$ cat src/rtl/register_alias_table_pkg.sv
// Shared definitions for the register alias table (RAT).
// Holds the table geometry, index/entry types and the CDB-to-read bypass switch.
// Configuration macro: RAT_CDB_BYPASS_EN. When defined, a read port also reports valid
// in the same cycle as a matching CDB broadcast. When undefined, reads see registered
// state only.
package register_alias_table_pkg;

  localparam int unsigned NUM_ARCH_REGS = 32;
  localparam int unsigned NUM_PHYS_REGS = 64;
  localparam int unsigned AREG_W        = $clog2(NUM_ARCH_REGS);
  localparam int unsigned PREG_W        = $clog2(NUM_PHYS_REGS);

  typedef logic [AREG_W-1:0] areg_t;
  typedef logic [PREG_W-1:0] preg_t;

  typedef struct packed {
    preg_t pd;
    logic  valid;
  } rat_entry_t;

`ifdef RAT_CDB_BYPASS_EN
  localparam bit CDB_BYPASS_EN = 1'b1;
`else
  localparam bit CDB_BYPASS_EN = 1'b0;
`endif

  // Identity mapping with the value present: the state every entry returns to on reset.
  function automatic rat_entry_t reset_entry(areg_t idx);
    rat_entry_t e;
    e.pd    = preg_t'(idx);
    e.valid = 1'b1;
    return e;
  endfunction

endpackage

$ cat src/rtl/register_alias_table_if.sv
// Rename-stage bus of the register alias table.
// Signals:
//   rs1/rs2                 source architectural indices (read request)
//   ps1/ps2, ps1/ps2_valid  physical mapping and value-ready bit per source
//   rd/pd/regf_we_dispatch  new rd->pd mapping installed by dispatch
//   rd/pd/regf_we_cdb       completion broadcast marking a mapping ready
// Modports: master drives requests (rename/dispatch/CDB side), slave is the RAT.
interface register_alias_table_if;
  import register_alias_table_pkg::*;

  areg_t rs1;
  areg_t rs2;
  preg_t ps1;
  preg_t ps2;
  logic  ps1_valid;
  logic  ps2_valid;
  areg_t rd_dispatch;
  preg_t pd_dispatch;
  logic  regf_we_dispatch;
  areg_t rd_cdb;
  preg_t pd_cdb;
  logic  regf_we_cdb;

  modport master (
    output rs1, rs2,
    output rd_dispatch, pd_dispatch, regf_we_dispatch,
    output rd_cdb, pd_cdb, regf_we_cdb,
    input  ps1, ps2, ps1_valid, ps2_valid
  );

  modport slave (
    input  rs1, rs2,
    input  rd_dispatch, pd_dispatch, regf_we_dispatch,
    input  rd_cdb, pd_cdb, regf_we_cdb,
    output ps1, ps2, ps1_valid, ps2_valid
  );

endinterface

$ cat src/rtl/register_alias_table_read_port.sv
// One combinational RAT read port: looks up the entry for a source register and,
// when RAT_CDB_BYPASS_EN is defined, forwards a same-cycle CDB completion as valid.
// Ports:
//   i_table     current registered table contents
//   i_rs        source architectural index
//   i_cdb_we    CDB broadcast valid
//   i_cdb_rd    CDB architectural destination
//   i_cdb_pd    CDB physical destination
//   o_ps        physical mapping of i_rs
//   o_ps_valid  value of o_ps is available (registered, or bypassed from the CDB)
module register_alias_table_read_port
  import register_alias_table_pkg::*;
(
  input  rat_entry_t i_table [NUM_ARCH_REGS],
  input  areg_t      i_rs,
  input  logic       i_cdb_we,
  input  areg_t      i_cdb_rd,
  input  preg_t      i_cdb_pd,
  output preg_t      o_ps,
  output logic       o_ps_valid
);

  rat_entry_t w_entry;
  logic       w_cdb_hit;

  always_comb begin
    w_entry = i_table[i_rs];
    // The pd compare drops broadcasts for a mapping that has since been renamed.
    w_cdb_hit = i_cdb_we && (i_rs != '0) && (i_cdb_rd == i_rs) && (w_entry.pd == i_cdb_pd);
    o_ps       = w_entry.pd;
    o_ps_valid = w_entry.valid | (CDB_BYPASS_EN & w_cdb_hit);
  end

endmodule

$ cat src/rtl/register_alias_table.sv
// Register alias table: maps each architectural register to its current physical
// register plus a value-ready bit. Two combinational read ports serve rename,
// dispatch installs new mappings (marked not ready), and the CDB marks them ready.
// Optional same-cycle CDB-to-read forwarding is enabled by RAT_CDB_BYPASS_EN.
// Ports:
//   clk     clock, all state updates on the rising edge
//   rst     asynchronous active-high reset; restores the identity map, all valid
//   io_bus  rename bus (slave modport of register_alias_table_if)
module register_alias_table
  import register_alias_table_pkg::*;
(
  input logic                   clk,
  input logic                   rst,
  register_alias_table_if.slave io_bus
);

  rat_entry_t r_rat      [NUM_ARCH_REGS];
  rat_entry_t w_rat_next [NUM_ARCH_REGS];
  logic       w_disp_en;
  logic       w_cdb_en;

  // x0 is never written, so entry 0 keeps its reset value (p0, valid) forever.
  always_comb begin
    w_disp_en = io_bus.regf_we_dispatch && (io_bus.rd_dispatch != '0);
    w_cdb_en  = io_bus.regf_we_cdb && (io_bus.rd_cdb != '0) &&
                (r_rat[io_bus.rd_cdb].pd == io_bus.pd_cdb);
    w_rat_next = r_rat;
    if (w_cdb_en) begin
      w_rat_next[io_bus.rd_cdb].valid = 1'b1;
    end
    // Applied after the CDB update so a new mapping to the same rd takes priority.
    if (w_disp_en) begin
      w_rat_next[io_bus.rd_dispatch].pd    = io_bus.pd_dispatch;
      w_rat_next[io_bus.rd_dispatch].valid = 1'b0;
    end
  end

  always_ff @(posedge clk or posedge rst) begin
    if (rst) begin
      for (int i = 0; i < NUM_ARCH_REGS; i++) begin
        r_rat[i] <= reset_entry(areg_t'(i));
      end
    end else begin
      r_rat <= w_rat_next;
    end
  end

  register_alias_table_read_port u_read_port_1 (
    .i_table    (r_rat),
    .i_rs       (io_bus.rs1),
    .i_cdb_we   (io_bus.regf_we_cdb),
    .i_cdb_rd   (io_bus.rd_cdb),
    .i_cdb_pd   (io_bus.pd_cdb),
    .o_ps       (io_bus.ps1),
    .o_ps_valid (io_bus.ps1_valid)
  );

  register_alias_table_read_port u_read_port_2 (
    .i_table    (r_rat),
    .i_rs       (io_bus.rs2),
    .i_cdb_we   (io_bus.regf_we_cdb),
    .i_cdb_rd   (io_bus.rd_cdb),
    .i_cdb_pd   (io_bus.pd_cdb),
    .o_ps       (io_bus.ps2),
    .o_ps_valid (io_bus.ps2_valid)
  );

endmodule

$ cat src/flat_wrapper.sv
// flat-port wrapper written by rule: the top's interface ports become plain ports
module register_alias_table_flat import register_alias_table_pkg::*;
  (clk, rst, io_bus_rs1, io_bus_rs2, io_bus_rd_dispatch, io_bus_pd_dispatch, io_bus_regf_we_dispatch, io_bus_rd_cdb, io_bus_pd_cdb, io_bus_regf_we_cdb, io_bus_ps1, io_bus_ps2, io_bus_ps1_valid, io_bus_ps2_valid);
  register_alias_table_if io_bus_i ();
  input logic clk;
  input logic rst;
  input wire logic [$bits(io_bus_i.rs1)-1:0] io_bus_rs1;
  input wire logic [$bits(io_bus_i.rs2)-1:0] io_bus_rs2;
  input wire logic [$bits(io_bus_i.rd_dispatch)-1:0] io_bus_rd_dispatch;
  input wire logic [$bits(io_bus_i.pd_dispatch)-1:0] io_bus_pd_dispatch;
  input wire logic [$bits(io_bus_i.regf_we_dispatch)-1:0] io_bus_regf_we_dispatch;
  input wire logic [$bits(io_bus_i.rd_cdb)-1:0] io_bus_rd_cdb;
  input wire logic [$bits(io_bus_i.pd_cdb)-1:0] io_bus_pd_cdb;
  input wire logic [$bits(io_bus_i.regf_we_cdb)-1:0] io_bus_regf_we_cdb;
  output wire logic [$bits(io_bus_i.ps1)-1:0] io_bus_ps1;
  output wire logic [$bits(io_bus_i.ps2)-1:0] io_bus_ps2;
  output wire logic [$bits(io_bus_i.ps1_valid)-1:0] io_bus_ps1_valid;
  output wire logic [$bits(io_bus_i.ps2_valid)-1:0] io_bus_ps2_valid;
  assign io_bus_i.rs1 = io_bus_rs1;
  assign io_bus_i.rs2 = io_bus_rs2;
  assign io_bus_i.rd_dispatch = io_bus_rd_dispatch;
  assign io_bus_i.pd_dispatch = io_bus_pd_dispatch;
  assign io_bus_i.regf_we_dispatch = io_bus_regf_we_dispatch;
  assign io_bus_i.rd_cdb = io_bus_rd_cdb;
  assign io_bus_i.pd_cdb = io_bus_pd_cdb;
  assign io_bus_i.regf_we_cdb = io_bus_regf_we_cdb;
  assign io_bus_ps1 = io_bus_i.ps1;
  assign io_bus_ps2 = io_bus_i.ps2;
  assign io_bus_ps1_valid = io_bus_i.ps1_valid;
  assign io_bus_ps2_valid = io_bus_i.ps2_valid;
  register_alias_table u_core (.clk(clk), .rst(rst), .io_bus(io_bus_i));
endmodule
$ cat config.mk
export PLATFORM = sky130hd
export DESIGN_NAME = register_alias_table_flat
export DESIGN_NICKNAME = d
export VERILOG_FILES = /design/src/rtl/register_alias_table_pkg.sv /design/src/rtl/register_alias_table_if.sv /design/src/rtl/register_alias_table_read_port.sv /design/src/rtl/register_alias_table.sv /design/src/flat_wrapper.sv
export SDC_FILE = /design/constraint.sdc
export NUM_CORES = 1
export LEC_CHECK = 0
export CORE_MARGIN = 5
export CORE_UTILIZATION = 55
export CTS_BUF_LIST = sky130_fd_sc_hd__clkbuf_4 sky130_fd_sc_hd__clkbuf_8
export CTS_CLUSTER_DIAMETER = 30
export DETAILED_ROUTE_END_ITERATION = 8
export HOLD_SLACK_MARGIN = 0.08
export PLACE_DENSITY = 0.73
export REMOVE_ABC_BUFFERS = 1
export SLEW_MARGIN = 20
export SYNTH_ARGS = -nofsm -noshare
export SYNTH_HDL_FRONTEND = slang
export SYNTH_SLANG_ARGS = --single-unit
$ cat constraint.sdc
create_clock -name clk -period 11.1 [get_ports clk]
set_clock_uncertainty 0.15 [all_clocks]
set_input_delay 1.665 -clock clk [delete_from_list [all_inputs] [get_ports clk]]
set_output_delay 1.665 -clock clk [all_outputs]
set_load 0.01 [all_outputs]
==> impl_metrics.yaml <==
flow_run:
  maxCapViolCount: 0
global_routing:
  grt_pass1_wl_um: 63000
  grt_use_total: 0.292
  grt_pass1_vias: 10100
  antenna_found_initial: 0
  grt_max_degree: 90
  grt_overflow: 0
placement:
  portBuffers: 49
  dpl_cell_area_um2: 14700
  dp_hpwl_um: 26100
  gp_congestion: 0.876
final_layout:
  regMostFlops: "u_core.r_rat"
  drive_above_1_share: 0.567
  fin_area_um2: 16000
  seq_area_um2: 5750
  largest_reg_flops: 224
  antenna_cells: 0
  final_common_cell: "mux2_2"
  synthToLayoutAreaGrowth_pct: 12.2
  reg_top3: "u_core.r_rat: 224 flops"
  nets: 1031
  fill_cells: 1867
  mostFrequentLayoutCells: "mux2_2 (201), mux4_2 (152), dfstp_2 (112), dfrtp_1 (112), clkbuf_8 (59)"
  multi_input_area_um2: 7970
logic_synthesis:
  synth_edf_count: 0
  synthCells: 977
  seq_area_frac_synth: 0.404
  synth-seq-cells: 224
  syn_area_um2: 14200
  synth_ff_type: "dfstp_2"
  synth-async-reset-ratio: 1.00
  synth_cell_types: 54
  avgSynthCellArea_um2: 14.5
  ys_warn_count: 0
worst_setup_path:
  critPathLaunch: "io_bus_rs2[0]"
  ff2ff_path_depth: 6
  crit_type: "in -> out"
  ff2ff_setup_slack_ps: 7620
  worstPathMaxFanout: 33
  start_kind: "input port"
  r2r-start: "u_core.r_rat[76]"
  cp_data_arrival_time_ps: 4650
  critPathCaptureType: "primary output"
  timing.rr.end: "u_core.r_rat[21]"
  crit_required_ps: 9290
route:
  finalWirelength_um: 41900
  dr.pass1.iters: 5
  ant_nets: 0
  drcViolationCount: 0
  num_vias: 9954
  wl_per_cell_um: 30.7
  first_iter_violations: 1259
  via_per_inst: 7.29
clock_network:
  cts_buffers: 49
  insertion_delay_ps: 570
  cts_setup_buffers: 0
  clockBufferDepth: 3
  post_cts_resized: 0
  clk_pin_slew_worst_paths_ps: 50
  clock_sinks: 224
  htree_levels: 2
  cts_root_buf: "clkbuf_8"
  cts_tree: "yes"
  cts_hold_buffers: 0
die:
  start_util: 0.561
  ios: 50
  rows: 58
  core-area_um2: 25300
  die_y_um: 171
  die_x_um: 171
  dieArea_um2: 29200
hold_path:
  whs_path_depth: 0
  hp-class: "reg -> reg"
  holdPathEnd: "u_core.r_rat[217]"
  hp-start: "u_core.r_rat[217]"
sta:
  finalSetupViolations: 0
  period_share: 0.582
  fmax_mhz: 155
  rsz0062_at_grt: "false"
  hold_viol: 0
  slew_viol_final: 0
  worstMarginPinSlew_ps: 1220
  setup_tns_ps: 0
  period_minus_slack_ps: 6460
  slew_headroom: 0.183
pwr:
  leakagePower_uw: 0.00626
  power.density_nw_per_um2: 179
  ir_drop_mv: 0.125
run_status:
  status: "finished clean"
[critical path: stages]
cell and delay, ps:
buf_4 400, buf_4 650, mux4_2 600, mux4_2 460
mux2_2 330, clkdlybuf4s50_1 500
[layout make-up]
type | count | share of cell area
flip-flops and latches | 224 | 0.360
inverters | 7 | 0.00212
multi-input cells | 650 | 0.499
clock buffers | 68 | 0.0551
repair buffers | 63 | 0.0359
well taps | 330 | 0.0259
clock inverters | 24 | 0.0216
[through the flow]
stage,util,setup slack [ps],std cells,hold WS [ps],total power (µW)
after floorplan,-,3340,881,208,1520
after global placement,0.582,4620,1274,212,1740
after detailed placement,0.582,4590,1274,216,1760
after CTS,0.630,4580,1366,224,2870
after global routing,0.630,4450,1366,231,2980
final,0.630,4640,1366,227,2860
[power breakdown]
group / leakage (µW) / switching, µW / internal, µW
clock network: 0.000623 / 401 / 705
registers: 0.00261 / 137 / 1000
logic: 0.00303 / 251 / 367
total: 0.00626 / 788 / 2080
[per-layer routing]
metal | GRT usage | part of all wire | wire (µm) | vias up
li1 | - | - | - | 3961
met1 | 0.414 | 0.39 | 16200 | 5129
met2 | 0.434 | 0.45 | 18900 | 694
met3 | 0.0707 | 0.11 | 4540 | 170
met4 | 0.126 | 0.054 | 2240 | 0
met5 | 0 | 0 | 0 | -
[worst max path at each step]
stage | endpoint | slack, ps | depth (start not counted)
5_1_grt | io_bus_ps1[5] | 4450 | 6
3_3_place_gp | io_bus_ps2[0] | 4620 | 6
3_5_place_dp | io_bus_ps2[0] | 4590 | 6
4_1_cts | io_bus_ps2[0] | 4580 | 6
6_report | io_bus_ps2[5] | 4640 | 6
2_1_floorplan | u_core.r_rat[100] | 3340 | 1
[cell usage after synthesis (all sizes together) (5+ instances only)]
cell type    n  area [µm²]
o22ai       21         131
nor4         6        43.8
mux2       201        2260
o21ai       18        90.1
dfrtp      112        2800
nor2b        5        31.3
nor2        27         101
nand2       33         124
nand2b       6        37.5
dfstp      112        2940
or3          9        56.3
inv          6        22.5
mux4       164        3740
buf         46         309
mux2i       51         510
nand3       21         105
o31ai       29         218
clkbuf      50         188
nand4        5        37.5
nand4b       5        43.8
nand3b       6        57.6
[logic make-up (layout without fill, tap and decap cells)]
kind of cell,after synthesis,after routing,share of synthesized area
XOR/XNOR,5,5,0.00308
flip-flops,224,224,0.404
multiplexers,416,416,0.458
AO/OA/AOI/OAI,87,87,0.0427
AND/OR/NAND/NOR,142,142,0.0551
buffers and inverters,103,162,0.0368
(Power assumes the default switching activity.)
